--- src/rtl/rom_burst_reader.sv ---
// Parametrised ROM with a burst read engine.
// Ports: clk, rst (sync, active-high); req_valid/req_ready with req_addr,
// req_len (beats-1), req_wrap; rd_valid/rd_ready with rd_data, rd_addr, rd_last.
module rom_burst_reader #(
    parameter int    DATA_W    = 16,
    parameter int    ADDR_W    = 4,
    parameter int    LEN_W     = 4,
    parameter string INIT_FILE = ""
) (
    input  logic              clk,
    input  logic              rst,
    input  logic              req_valid,
    output logic              req_ready,
    input  logic [ADDR_W-1:0] req_addr,
    input  logic [LEN_W-1:0]  req_len,
    input  logic              req_wrap,
    output logic              rd_valid,
    input  logic              rd_ready,
    output logic [DATA_W-1:0] rd_data,
    output logic [ADDR_W-1:0] rd_addr,
    output logic              rd_last
);

    localparam int DEPTH = 1 << ADDR_W;

    typedef enum logic {
        IDLE,
        BURST
    } state_t;

    logic [DATA_W-1:0] mem [DEPTH];

    // Default image: the address bits repeated across the word.
    function automatic logic [DATA_W-1:0] default_word(input int unsigned a);
        logic [DATA_W-1:0] w;
        logic [ADDR_W-1:0] ab;
        ab = ADDR_W'(a);
        for (int i = 0; i < DATA_W; i++) begin
            w[i] = ab[i % ADDR_W];
        end
        return w;
    endfunction

    generate
        for (genvar a = 0; a < DEPTH; a++) begin : g_word
            assign mem[a] = default_word(a);
        end
    endgenerate

    state_t            state;
    state_t            next_state;
    logic [ADDR_W-1:0] ptr;
    logic [ADDR_W-1:0] next_ptr;
    logic [LEN_W-1:0]  remaining;
    logic [LEN_W-1:0]  next_remaining;
    logic [ADDR_W-1:0] wrap_mask;
    logic [ADDR_W-1:0] next_wrap_mask;
    logic [ADDR_W-1:0] accept_mask;
    logic [ADDR_W-1:0] ptr_step;
    logic [LEN_W:0]    len_plus1;
    logic              len_pow2;
    logic              advance;
    logic              accept;
    logic              load;
    logic              drop;

    assign req_ready = (state == IDLE) && !rst;
    assign accept    = req_valid && req_ready;
    assign advance   = !rd_valid || rd_ready;

    // Burst of len+1 beats wraps only when that count is a power of two.
    assign len_plus1   = {1'b0, req_len} + (LEN_W + 1)'(1);
    assign len_pow2    = (len_plus1 & {1'b0, req_len}) == '0;
    assign accept_mask = (req_wrap && len_pow2) ? ADDR_W'(req_len) : '0;

    // Low bits under the mask count modulo the block; upper bits stay put.
    assign ptr_step = (wrap_mask != '0)
                    ? ((ptr & ~wrap_mask) | ((ptr + ADDR_W'(1)) & wrap_mask))
                    : ptr + ADDR_W'(1);

    always_comb begin
        next_state     = state;
        next_ptr       = ptr;
        next_remaining = remaining;
        next_wrap_mask = wrap_mask;
        load           = 1'b0;
        drop           = 1'b0;
        unique case (state)
            IDLE: begin
                drop = advance;
                if (accept) begin
                    next_state     = BURST;
                    next_ptr       = req_addr;
                    next_remaining = req_len;
                    next_wrap_mask = accept_mask;
                end
            end
            BURST: begin
                if (advance) begin
                    load = 1'b1;
                    if (remaining == '0) begin
                        next_state = IDLE;
                    end else begin
                        next_remaining = remaining - LEN_W'(1);
                        next_ptr       = ptr_step;
                    end
                end
            end
        endcase
    end

    always_ff @(posedge clk) begin
        if (rst) begin
            state     <= IDLE;
            ptr       <= '0;
            remaining <= '0;
            wrap_mask <= '0;
            rd_valid  <= 1'b0;
            rd_last   <= 1'b0;
            rd_data   <= '0;
            rd_addr   <= '0;
        end else begin
            state     <= next_state;
            ptr       <= next_ptr;
            remaining <= next_remaining;
            wrap_mask <= next_wrap_mask;
            if (load) begin
                rd_data  <= mem[ptr];
                rd_addr  <= ptr;
                rd_valid <= 1'b1;
                rd_last  <= (remaining == '0);
            end else if (drop) begin
                rd_valid <= 1'b0;
                rd_last  <= 1'b0;
            end
        end
    end

endmodule

--- config.mk ---
export PLATFORM = sky130hd
export DESIGN_NAME = rom_burst_reader
export DESIGN_NICKNAME = d
export VERILOG_FILES = /design/src/rtl/rom_burst_reader.sv
export SDC_FILE = /design/constraint.sdc
export NUM_CORES = 1
export LEC_CHECK = 0
export ABC_CLOCK_PERIOD_IN_PS = 4900
export CORE_UTILIZATION = 49
export CTS_CLUSTER_DIAMETER = 200
export DETAILED_ROUTE_END_ITERATION = 7
export PLACE_DENSITY = 0.94
export REMOVE_ABC_BUFFERS = 1
export SYNTH_ARGS = -nofsm -noshare
export SYNTH_HDL_FRONTEND = slang
export SYNTH_SLANG_ARGS = --single-unit
export TNS_END_PERCENT = 30
--- constraint.sdc ---
create_clock -name clk -period 4.9 [get_ports clk]
set_clock_uncertainty 0.15 [all_clocks]
set_input_delay 0.735 -clock clk [delete_from_list [all_inputs] [get_ports clk]]
set_output_delay 0.735 -clock clk [all_outputs]
set_load 0.02 [all_outputs]
Yosys cells after proc, flatten, opt, wreduce, memory -nomap -nowiden
Memory sizes are Yosys's and may differ from the RTL's. A register that Yosys moved wholly into a read port is not among the register bits.
Cells that the tools add are included.
{ "totals": {"reg_bits": 19, "romBits": 256, "inputBits": 13, "output_inout_bits": 23, "elab_cells": 53, "memories": 1} }
{ "op_classes": {"addsub": 3, "eq_ne": 3, "mux": 20, "bitwise": 7, "reduce_logical": 12} }
{ "memory_table": {"columns": ["name", "words", "word_bits", "read_ports", "rd_clocked_by_memory_dff", "write_ports", "line", "rtl"], "rows": [
  ["(name not given)", 16, 16, 1, 1, 0, "128", "rd_data <= mem[ptr];"]
]} }
{ "ops": {"columns": ["op", "n"], "rows": [
  ["4-bit two-way mux", 8],
  ["4-bit one-hot mux with 2 select lines", 2],
  ["1-bit two-way mux", 9],
  ["4-bit bitwise AND", 2],
  ["4-bit by 1-bit adder with 5-bit output, second input constant", 1],
  ["5-bit by 4-bit bitwise AND with 5-bit output", 1],
  ["5-bit logical NOT", 1],
  ["4-bit inverter with 5-bit output", 1],
  ["4-bit by 1-bit adder with 4-bit output, second input constant", 1],
  ["4-bit logical NOT", 1],
  ["2-bit != test, second input constant", 2],
  ["4-bit inverter", 1],
  ["4-bit bitwise OR", 1],
  ["4-bit nonzero test", 1],
  ["4-bit by 1-bit subtractor with 4-bit output, second input constant", 1],
  ["1-bit logical AND", 3],
  ["3-bit AND reduction", 1],
  ["1-bit logical NOT", 2],
  ["2-bit by 1-bit != test with 1-bit output, second input constant", 1],
  ["1-bit one-hot mux with 2 select lines", 1],
  ["2-bit AND reduction", 1],
  ["2-bit nonzero test", 1],
  ["1-bit logical OR", 1],
  ["1-bit inverter", 1]
]} }

Logic depth before layout (Yosys ltp)
Gate-level depths: netlist of the first run.
{ "depth": {"ltp_word": 7, "depth_mapped": 6, "mapped_depth_nobuf": 6} }

Worst setup path after synthesis of the first run
Ideal clock, no wire load.
{ "synth_path": {"path_kind": "in2out", "from": "in rst", "to": "out req_ready", "arrival_time_ns": 1.427, "slack_ns": 2.588, "stages": 3, "path_cell_list": "clkbuf_1 > clkbuf_1 > nor2_1"} }
{ "synth_between": {"elab_chain_cells": 2} }
{ "synth_lines": {"columns": ["item", "line", "rtl"], "rows": [
  ["start, declared", "11", "input logic rst,"],
  ["1-bit logical NOT", "67", "assign req_ready = (state == IDLE) && !rst;"],
  ["1-bit logical AND", "67", null],
  ["end, declared", "13", "output logic req_ready,"]
]} }
Every way passes these cells.

Worst setup path after layout of the first run
Same ends and word-level chain as after synthesis.

==> run summary, run 1 <==
The kind of end point of the critical path is an output port. The global-route track usage on met3 is 0.0370. The fraction of synthesized cell area in xor and xnor cells came out at 0.0157.

The clock tree buffer depth is 2. The mux contribution to synthesized area came out at 0.0314. The share of the synthesized area in compound gates (AO/OA/AOI/OAI) is 0.220. The area added between synthesis and finish is 24.1%. After synthesis, the cell types taking the most area are dfxtp_1 (34%), buf_4 (11%), a21oi_1 (7.2%). The critical path goes through clkdlybuf4s50_1 > buf_4 > nor2_1 > clkdlybuf4s50_1. From left edge to right edge, the die measures 49.7 µm. The number of cells in the finished layout apart from fillers came out at 183. The clock transition time at the flip-flop clock pins of the worst setup and hold paths came out at 0.10 ns. The post-route fraction of the period consumed by the critical path is 0.603. After clock tree synthesis, the repair step resized 0 gates. The tree is rooted in a clkbuf_4. The largest delay contributor family on the critical path is buffers and inverters. The number of fill cells came out at 170. The total via count after detailed routing came out at 1,048.

The number of buffers and inverters on the critical path came out at 3. The share of Yosys cell area claimed by the top area cell type came out at 0.341. The endpoint arrival time on the critical path is 2.07 ns.

For this run, the detailed router's first-pass iteration total came to 5. The total inserted antenna cells came out at 0. The number of different library cells in the post-synthesis netlist came out at 35.

The met2 track demand over resource in global routing is 0.372. The tightest slew margin relative to the limit is 0.542. The average via count per standard cell came out at 5.73. Among the stages of the critical path, the cell type that occurs most often is clkdlybuf4s50_1. The floorplan has 16 rows. The total chip power came out at 346 µW.

The final weighted congestion in routability-driven placement came out at 0.869. Setup violations remaining at the end of the flow were counted as 0. The worst setup path is launched from an input pin. The number of buffers added to fix hold violations after cts is 0.

The die extent in y is 49.7 µm. The count of unresolved DRC violations after routing came out at 0. The logic gate share of total power is 0.254. During synthesis, Yosys emitted a total of 0 warnings. For the final routed database, the setup TNS stands at 0 ns. The starting utilization of the core area is 0.546. The cell with the most instances after synthesis is dfxtp_1.

The number of pins exceeding their max-slew limit in the final report is 0. During I/O placement, the number of pins put on the boundary was 36. The total count of hold-check failures in the final report came out at 0.

The share of total power dissipated in the clock network is 0.231. Setup repair after global routing left no endpoint under its margin. The peak ir drop on the vdd network came out at 0.258 mV. The net switching power figure is 107 µW. The flip-flop and latch count after synthesis came out at 19. The largest single stage delay on the critical path is 0.62 ns. Cell internal power was estimated by the tool at 239 µW. The simple-gate share of the synthesized area came out at 0.198. The power density over cell area is 250 nW/µm².

The number of setup buffers added after CTS is 0. The number of sinks driven by the clock tree is 19. The share of the Yosys chip area taken by registers is 0.341. After synthesis, the most frequently instantiated cells are dfxtp_1 (19), a21oi_1 (16), buf_4 (16). The slowest library cell on the worst path is clkdlybuf4s50_1. The number of port buffers came out at 35. The run finished with clean final reports. The worst setup path is of the input pin to output port kind.

The aggregate routed wire length is 2540 µm. Global routing finished with a remaining overflow of 0. The clock reaches the later pin of the worst-skew pair after 0.30 ns. At the pin with the least slew margin, the transition time is 0.686 ns. The global routing usage on met1 came out at 0.271. The number of buffers created by CTS came out at 3. The library cell with the largest summed area after synthesis is dfxtp_1. In the final layout, the share of cells above drive strength 1 is 0.0449. At the end of the flow the core is filled with cells to 0.678.

The via count of the first global-routing pass is 965. The cell area after synthesis is 1110 µm². For this run, the leading register cell type out of synthesis is dfxtp_1. The max-cap check violation count is 0.

Of the total power, the share spent switching nets is 0.308. The cell count after synthesis came out at 139. The number of enable flip-flop cells after synthesis came out at 0. The area enclosed by the die boundary came out at 2470 µm². Of the total synthesized cell area, the portion taken by full adders, half adders and majority gates is 0.0337. The global routing stage identified its most utilized layer as met2.

In the final routed layout, each cell accounts on average for 13.9 µm. The fraction of registers with async set/reset is 0. The critical-path maximum fanout is 20. The main combinational cell family by area after synthesis is compound AO/OA/AOI/OAI gates. The detailed router's first-iteration violation count came out at 40.

The average footprint of a synthesized cell is 8.02 µm². The min-delay analysis places its worst path in the category flop to flop. TritonCTS built the clock tree. The worst path needs 2.96 ns of the cycle, external delays included. The final hold slack came out at 0.313 ns.

The reported leakage power is 0.000517 µW. The worst path required time is 4.01 ns. The share of total power dissipated in sequential elements is 0.516. Timing would allow up to 338 MHz. The number of antenna violations at the first check in global routing came to 0. The H-tree level count is 1.

Entering global routing, the biggest net connects 22 pins. After detailed placement, the design holds a cell count of 179. The first global-routing pass estimated 4210 µm of wire. The area inside the core boundary is 2040 µm². Once detailed placement completed, the half-perimeter wirelength came to 1900 µm. The global-route usage over all layers came out at 0.219.

The count of nets left with antenna violations after detail routing is 0. The number of nets in the layout came out at 173.
## layout by cell type, fill, tap and decap left out, types with 2 or more instances in the layout
cell type / count
a21oi_1: 16
a22o_1: 4
clkbuf_4: 3
clkdlybuf4s50_1: 35
dfxtp_1: 19
ha_1: 3
inv_1: 8
mux2i_1: 2
nand2_1: 7
nand2b_1: 3
nand3_1: 4
nor2_1: 8
nor2b_1: 3
nor3_1: 9
nor4_1: 3
o21ai_0: 8
xnor2_1: 2
## worst register-to-register path: stages, from the launching register on
cell     delay [ns]
dfxtp_1        0.78
inv_1          0.39
mux2_4         0.43
or4_1          0.47
o211a_1        0.12
## cell families after synthesis
kind of cell,after synthesis
adder cells (fa/ha/maj),3
AND/OR/NAND/NOR,42
XOR/XNOR,2
multiplexers,3
buffers and inverters,31
flip-flops,19
AO/OA/AOI/OAI,39
## routing by layer
| metal | wire [µm] | up-vias |
|---|---|---|
| met5 | 0 | - |
| met4 | 59 | 0 |
| met3 | 169 | 8 |
| met2 | 1300 | 49 |
| met1 | 1020 | 480 |
| li1 | - | 511 |
## through the flow
step           area, µm²  setup slack [ns]
2_1_floorplan        966              2.83
3_3_place_gp        1360              1.98
3_5_place_dp        1360              1.96
4_1_cts             1380              1.96
5_1_grt             1380              1.88
6_report            1380              1.94
## worst paths after layout
check,start,end,slack (ns),cells past startpoint
setup / recovery,rst,req_ready,1.94,4
hold / removal,rd_last,rd_last,0.31,2
setup reg to reg,state,flop,2.48,4
hold reg to reg,rd_last,rd_last,0.31,2
## power by group through the flow
stage | Clock, µW | Combinational, µW | Sequential (µW)
finish | 79.9 | 87.8 | 178
global route | 89.3 | 96.0 | 180
CTS | 79.9 | 87.4 | 178
detailed placement | 0 | 87.0 | 182
global placement | 0 | 83.9 | 181
floorplan | 0 | 45.4 | 185
## area by class of cell
class / count / area, µm² / area share
clock buffers: 4 / 26.3 / 0.0190
inverters: 8 / 30.0 / 0.0217
multi-input cells: 89 / 556 / 0.401
flip-flops and latches: 19 / 380 / 0.275
well taps: 27 / 33.8 / 0.0244
repair buffers: 36 / 358 / 0.259
No activity file was read; power rests on OpenSTA's default activity.
==> run 2: changes to the inputs <==
- ABC_CLOCK_PERIOD_IN_PS: 4900 -> 2400
- CORE_UTILIZATION: 49 -> 41
- PLACE_DENSITY: 0.94 -> 0.85
- clock period: 4.9 -> 2.4 ns (I/O delays scaled with it)
==> run summary, run 2 (synthesis gave the netlist of run 1 again) <==
The run finished with clean final reports. The number of buffers added to fix hold violations after cts was 0 (unchanged). The maximum clock frequency came out at 473 MHz. The final weighted congestion in routability-driven placement came out at 0.815 (-6.1%). The clock tree buffer depth was 2 (unchanged). The count of nets left with antenna violations after detail routing was 0 (unchanged). The critical-path maximum fanout is 4 (-80%).

The average via count per standard cell is 5.55 (-3.0%). The number of sinks driven by the clock tree is 19 (unchanged). The total congestion overflow after global routing came out at 0 (unchanged).

The path class of the tightest hold or removal check is flop to flop. The reported leakage power came out at 0.000537 µW (+3.8%). The H-tree level count is 1 (unchanged). The global-route wire length before repair was 4150 µm (-1.5%). The fraction of final layout cells sized beyond drive strength 1 came out at 0.0688 (+0.0239). The area added between synthesis and finish is 27.2%. The post-CTS repair timing setup buffer count came out at 0 (unchanged). The setup path with the least slack is of type input pin to output port.

The number of antenna violations at the first check in global routing is 0 (unchanged). The worst setup path is launched from an input pin. The area enclosed by the die boundary was 2930 µm² (+19%).

The starting utilization of the core area came out at 0.442 (-0.104). The tree is rooted in a clkbuf_4. The number of iterations in the first detailed-routing pass was 4 (-1). The estimated wirelength of the detail-placed design was 1970 µm (+3.5%). The die extent in y is 54.1 µm (+8.9%). The number of cell rows is 18 (+2). The routed design could run at a clock period as short as 2.12 ns. The via count of the first global-routing pass came out at 961 (-0.41%). The total count of hold-check failures in the final report was 0 (unchanged).

The power density over cell area is 507 nW/µm² (+100%). The measured slew at the worst slew-check pin was 0.551 ns (-0.134 ns). The peak ir drop on the vdd network was 0.338 mV (+31%). The maximum number of pins on one net before global-route repair came out at 15 (-32%). The later-pin clock latency in the skew report came out at 0.30 ns (about the same). The endpoint arrival time on the critical path came out at 1.61 ns (-0.46 ns). The tightest slew margin relative to the limit came to 0.622 (+0.0797). The clock transition time at the flip-flop clock pins of the worst setup and hold paths came out at 0.11 ns (about the same).

Setup repair after global routing left no endpoint under its margin. The total via count after detailed routing is 1,055 (+0.67%). The total inserted antenna cells was 0 (unchanged). The number of gates resized after cts was 0 (unchanged). TritonCTS built the clock tree. The number of cells in the finished layout apart from fillers is 190 (+3.8%).

The cell total after placement came out at 186 (+3.9%). The global-route usage over all layers was 0.198 (-0.0212). The worst register-to-register path begins at remaining[0]. The number of pins exceeding their max-slew limit in the final report came out at 0 (unchanged). The number of buffers created by CTS came to 3 (unchanged). The area inside the core boundary came out at 2520 µm² (+24%).

The post-route setup TNS came out at 0 ns (unchanged). The worst hold path startpoint is rd_last. In the layout the commonest cells are clkdlybuf4s50_1 (35), dfxtp_1 (19), a21oi_1 (16), nor3_1 (9). The aggregate routed wire length came out at 2560 µm (+0.63%). The average detailed-routed wire length per instance is 13.5 µm (-3.1%). The boundary pin count is 36 (unchanged). The worst path required time is 1.89 ns (-2.12 ns).

The detailed router's first-iteration violation count came to 28 (-30%). The critical path starts at rst. The final setup violation count was 0 (unchanged). The kind of end point of the critical path is an output port. The max-cap check violation count came out at 0 (unchanged). The x dimension of the die is 54.1 µm (+8.9%). The post-route fraction of the period consumed by the critical path is 0.882. The number of nets in the layout is 177 (+2.3%). The count of unresolved DRC violations after routing is 0 (unchanged). The number of port buffers came out at 35 (unchanged). The most common cell after layout, fill and taps aside is clkdlybuf4s50_1.
run 2: changes by cell type in the layout (fill, tap and decap cells not counted), sizes merged:
| cell | before | now |
|---|---|---|
| buf | 1 | 5 |
run 2: worst paths after layout:
path               end  slack [ns]  cells after the start
min reg2reg    rd_last        0.32                      2
max reg2reg       flop        0.35                      6
max          req_ready        0.28                      3
min            rd_last        0.32                      2
run 2: area by class of cell:
cell class / count / area, µm²
Tap cell: 30 / 37.5
Clock buffer: 4 / 26.3
Timing Repair Buffer: 40 / 388
Inverter: 8 / 30.0
Multi-Input combinational cell: 89 / 556
Fill cell: 244 / 1100
Sequential cell: 19 / 380
run 2: critical path, cell delays in order:
cell	delay (ns)
clkdlybuf4s50_1	0.46
nor2_1	0.14
clkdlybuf4s50_1	0.64
run 2: report_power, final:
part / internal [µW] / leakage [µW] / total, µW / switching (µW)
combinational: 93.2 / 0.000367 / 192 / 99.1
clock: 64.9 / 0.0000150 / 167 / 102
sequential: 336 / 0.000155 / 359 / 22.9
total: 494 / 0.000537 / 719 / 224
run 2: through the flow:
step	total power, µW	hold slack (ns)	util	setup WS, ns	cell area, µm²
finish	719	0.316	0.562	0.284	1420
global route	755	0.350	0.562	0.268	1420
CTS	719	0.318	0.562	0.299	1420
detailed placement	557	0.303	0.552	0.196	1390
global placement	548	0.291	0.552	0.249	1390
floorplan	471	0.279	-	0.328	966
run 2: metal layers:
metal / vias to the layer above / GRT usage / part of all wire
met4: 0 / 0.0897 / 0.015
met2: 51 / 0.346 / 0.49
met3: 5 / 0.0254 / 0.059
met5: - / 0 / 0
li1: 518 / - / -
met1: 481 / 0.237 / 0.44
==> run 3: changes to the inputs <==
- PLACE_DENSITY: 0.85 -> 0.79
==> run summary, run 3 (synthesis gave the netlist of run 1 again) <==
The kind of end point of the critical path is an output port. The clock transition time at the flip-flop clock pins of the worst setup and hold paths came to 0.11 ns (about the same). The number of sinks driven by the clock tree came out at 19 (unchanged). The x dimension of the die is 54.1 µm (unchanged). The number of buffers added to fix hold violations after cts came to 0 (unchanged).

The critical-path maximum fanout is 4 (unchanged). The setup path with the least slack is of type input pin to output port. The die extent in y came out at 54.1 µm (unchanged). The power density over cell area is 504 nW/µm² (-0.51%). The final weighted congestion in routability-driven placement is 0.860 (+5.5%).

The detailed router's first-iteration violation count came out at 32 (+14%). The count of unresolved DRC violations after routing came out at 0 (unchanged). The average detailed-routed wire length per instance came out at 14.3 µm (+6.1%). The maximum number of pins on one net before global-route repair came out at 12 (-3).

The total via count after detailed routing was 1,062 (+0.66%). The total inserted antenna cells came out at 0 (unchanged). The global-route wire length before repair was 4390 µm (+5.8%). The total congestion overflow after global routing was 0 (unchanged). The count of nets left with antenna violations after detail routing came to 0 (unchanged). The number of nets in the layout is 180 (+1.7%). The later-pin clock latency in the skew report came to 0.29 ns (about the same). The boundary pin count is 36 (unchanged). The number of buffers created by CTS was 3 (unchanged). Leaving out fill and tap cells, the most frequent cell in the layout is clkdlybuf4s50_1. The peak ir drop on the vdd network is 0.374 mV (+11%). The class of the most critical hold timing path is flop to flop. The final setup violation count came out at 0 (unchanged).

The aggregate routed wire length came out at 2760 µm (+7.8%). The run finished with clean final reports. The worst path required time is 1.89 ns (about the same). The tightest slew margin relative to the limit came out at 0.706 (+0.0835). The reported leakage power is 0.000551 µW (+2.7%). The total count of hold-check failures in the final report came out at 0 (unchanged). The flop-to-flop setup slack is 0.36 ns (about the same). The number of gates resized after cts is 0 (unchanged). The area enclosed by the die boundary came to 2930 µm² (unchanged). The via count of the first global-routing pass is 1,004 (+4.5%). The starting utilization of the core area came out at 0.442 (unchanged). Clock tree synthesis selected as its root buffer the cell clkbuf_4. The post-route fraction of the period consumed by the critical path came out at 0.869 (-0.0126). The maximum clock frequency is 479 MHz (+1.5%). The endpoint arrival time on the critical path came to 1.58 ns (-0.03 ns).

The clock tree from TritonCTS is yes. The number of cell rows is 18 (unchanged). The number of port buffers came out at 35 (unchanged). The worst setup path is launched from an input pin. The measured slew at the worst slew-check pin was 0.439 ns (-0.112 ns). The fraction of final layout cells sized beyond drive strength 1 came out at 0.0859 (+0.0171). The final hold slack is 0.316 ns (-0.000252 ns). Setup repair after global routing left no endpoint under its margin.

The post-CTS repair timing setup buffer count came out at 0 (unchanged). The post-route setup TNS came to 0 ns (unchanged). The H-tree level count came to 1 (unchanged). The number of iterations in the first detailed-routing pass is 4 (unchanged). The average via count per standard cell is 5.50 (-0.90%). The number of fill cells came out at 238 (-2.5%). The clock period minus worst slack came out at 2.09 ns (-0.0303 ns).

The estimated wirelength of the detail-placed design is 2150 µm (+9.1%). The global-route usage over all layers is 0.211 (+0.0131). The number of pins exceeding their max-slew limit in the final report came out at 0 (unchanged). The area added between synthesis and finish came out at 29.2%. The area inside the core boundary came to 2520 µm² (unchanged). The max-cap check violation count came out at 0 (unchanged).

The clock tree buffer depth was 2 (unchanged). The top cell types in the final layout, fill and taps aside, are clkdlybuf4s50_1 (35), dfxtp_1 (19), a21oi_1 (16), nor3_1 (9). The number of antenna violations at the first check in global routing is 0 (unchanged).
==> run 3: cell count changes in the layout (fill, tap and decap cells not counted), sizes merged <==
cell  change
buf       +3
==> run 3: per-layer routing <==
metal  vias to the layer above  part of all wire  GRT usage
li1                        526                 -          -
met1                       494              0.41      0.269
met2                        36              0.51      0.323
met3                         6             0.048     0.0395
met4                         0             0.024      0.132
met5                         -                 0          0
==> run 3: critical path: stages <==
cell and delay, ns:
clkdlybuf4s50_1 0.48, nor2_1 0.12, clkdlybuf4s50_1 0.61
==> run 3: cell type report <==
type,instances,area (µm²),share of cell area
clock buffer,4,26.3,0.0182
inverter,8,30.0,0.0209
multi-input combinational,89,556,0.386
sequential,19,380,0.264
tap,30,37.5,0.0261
timing repair buffer,43,410,0.285
==> run 3: power breakdown <==
group          leakage (µW)  switching, µW  internal [µW]  total, µW
clock             0.0000150            102           64.6        167
combinational      0.000381            104           98.2        202
sequential         0.000155           21.4            336        358
total              0.000551            227            499        726
==> run 3: metrics by stage <==
stage	utilization	worst slack [ns]	instance area, µm²	instances	power, µW
2_1_floorplan	-	0.328	966	116	471
3_3_place_gp	0.561	0.222	1410	189	557
3_5_place_dp	0.561	0.139	1410	189	566
4_1_cts	0.571	0.304	1440	193	728
5_1_grt	0.571	0.247	1440	193	766
6_report	0.571	0.314	1440	193	726
==> run 3: final timing paths <==
check | cells past startpoint | startpoint | to
worst max register to register | 6 | remaining[0] | flop
worst max-delay path | 3 | rst | req_ready
worst min register to register | 2 | rd_last | rd_last
worst min-delay path | 2 | rd_last | rd_last
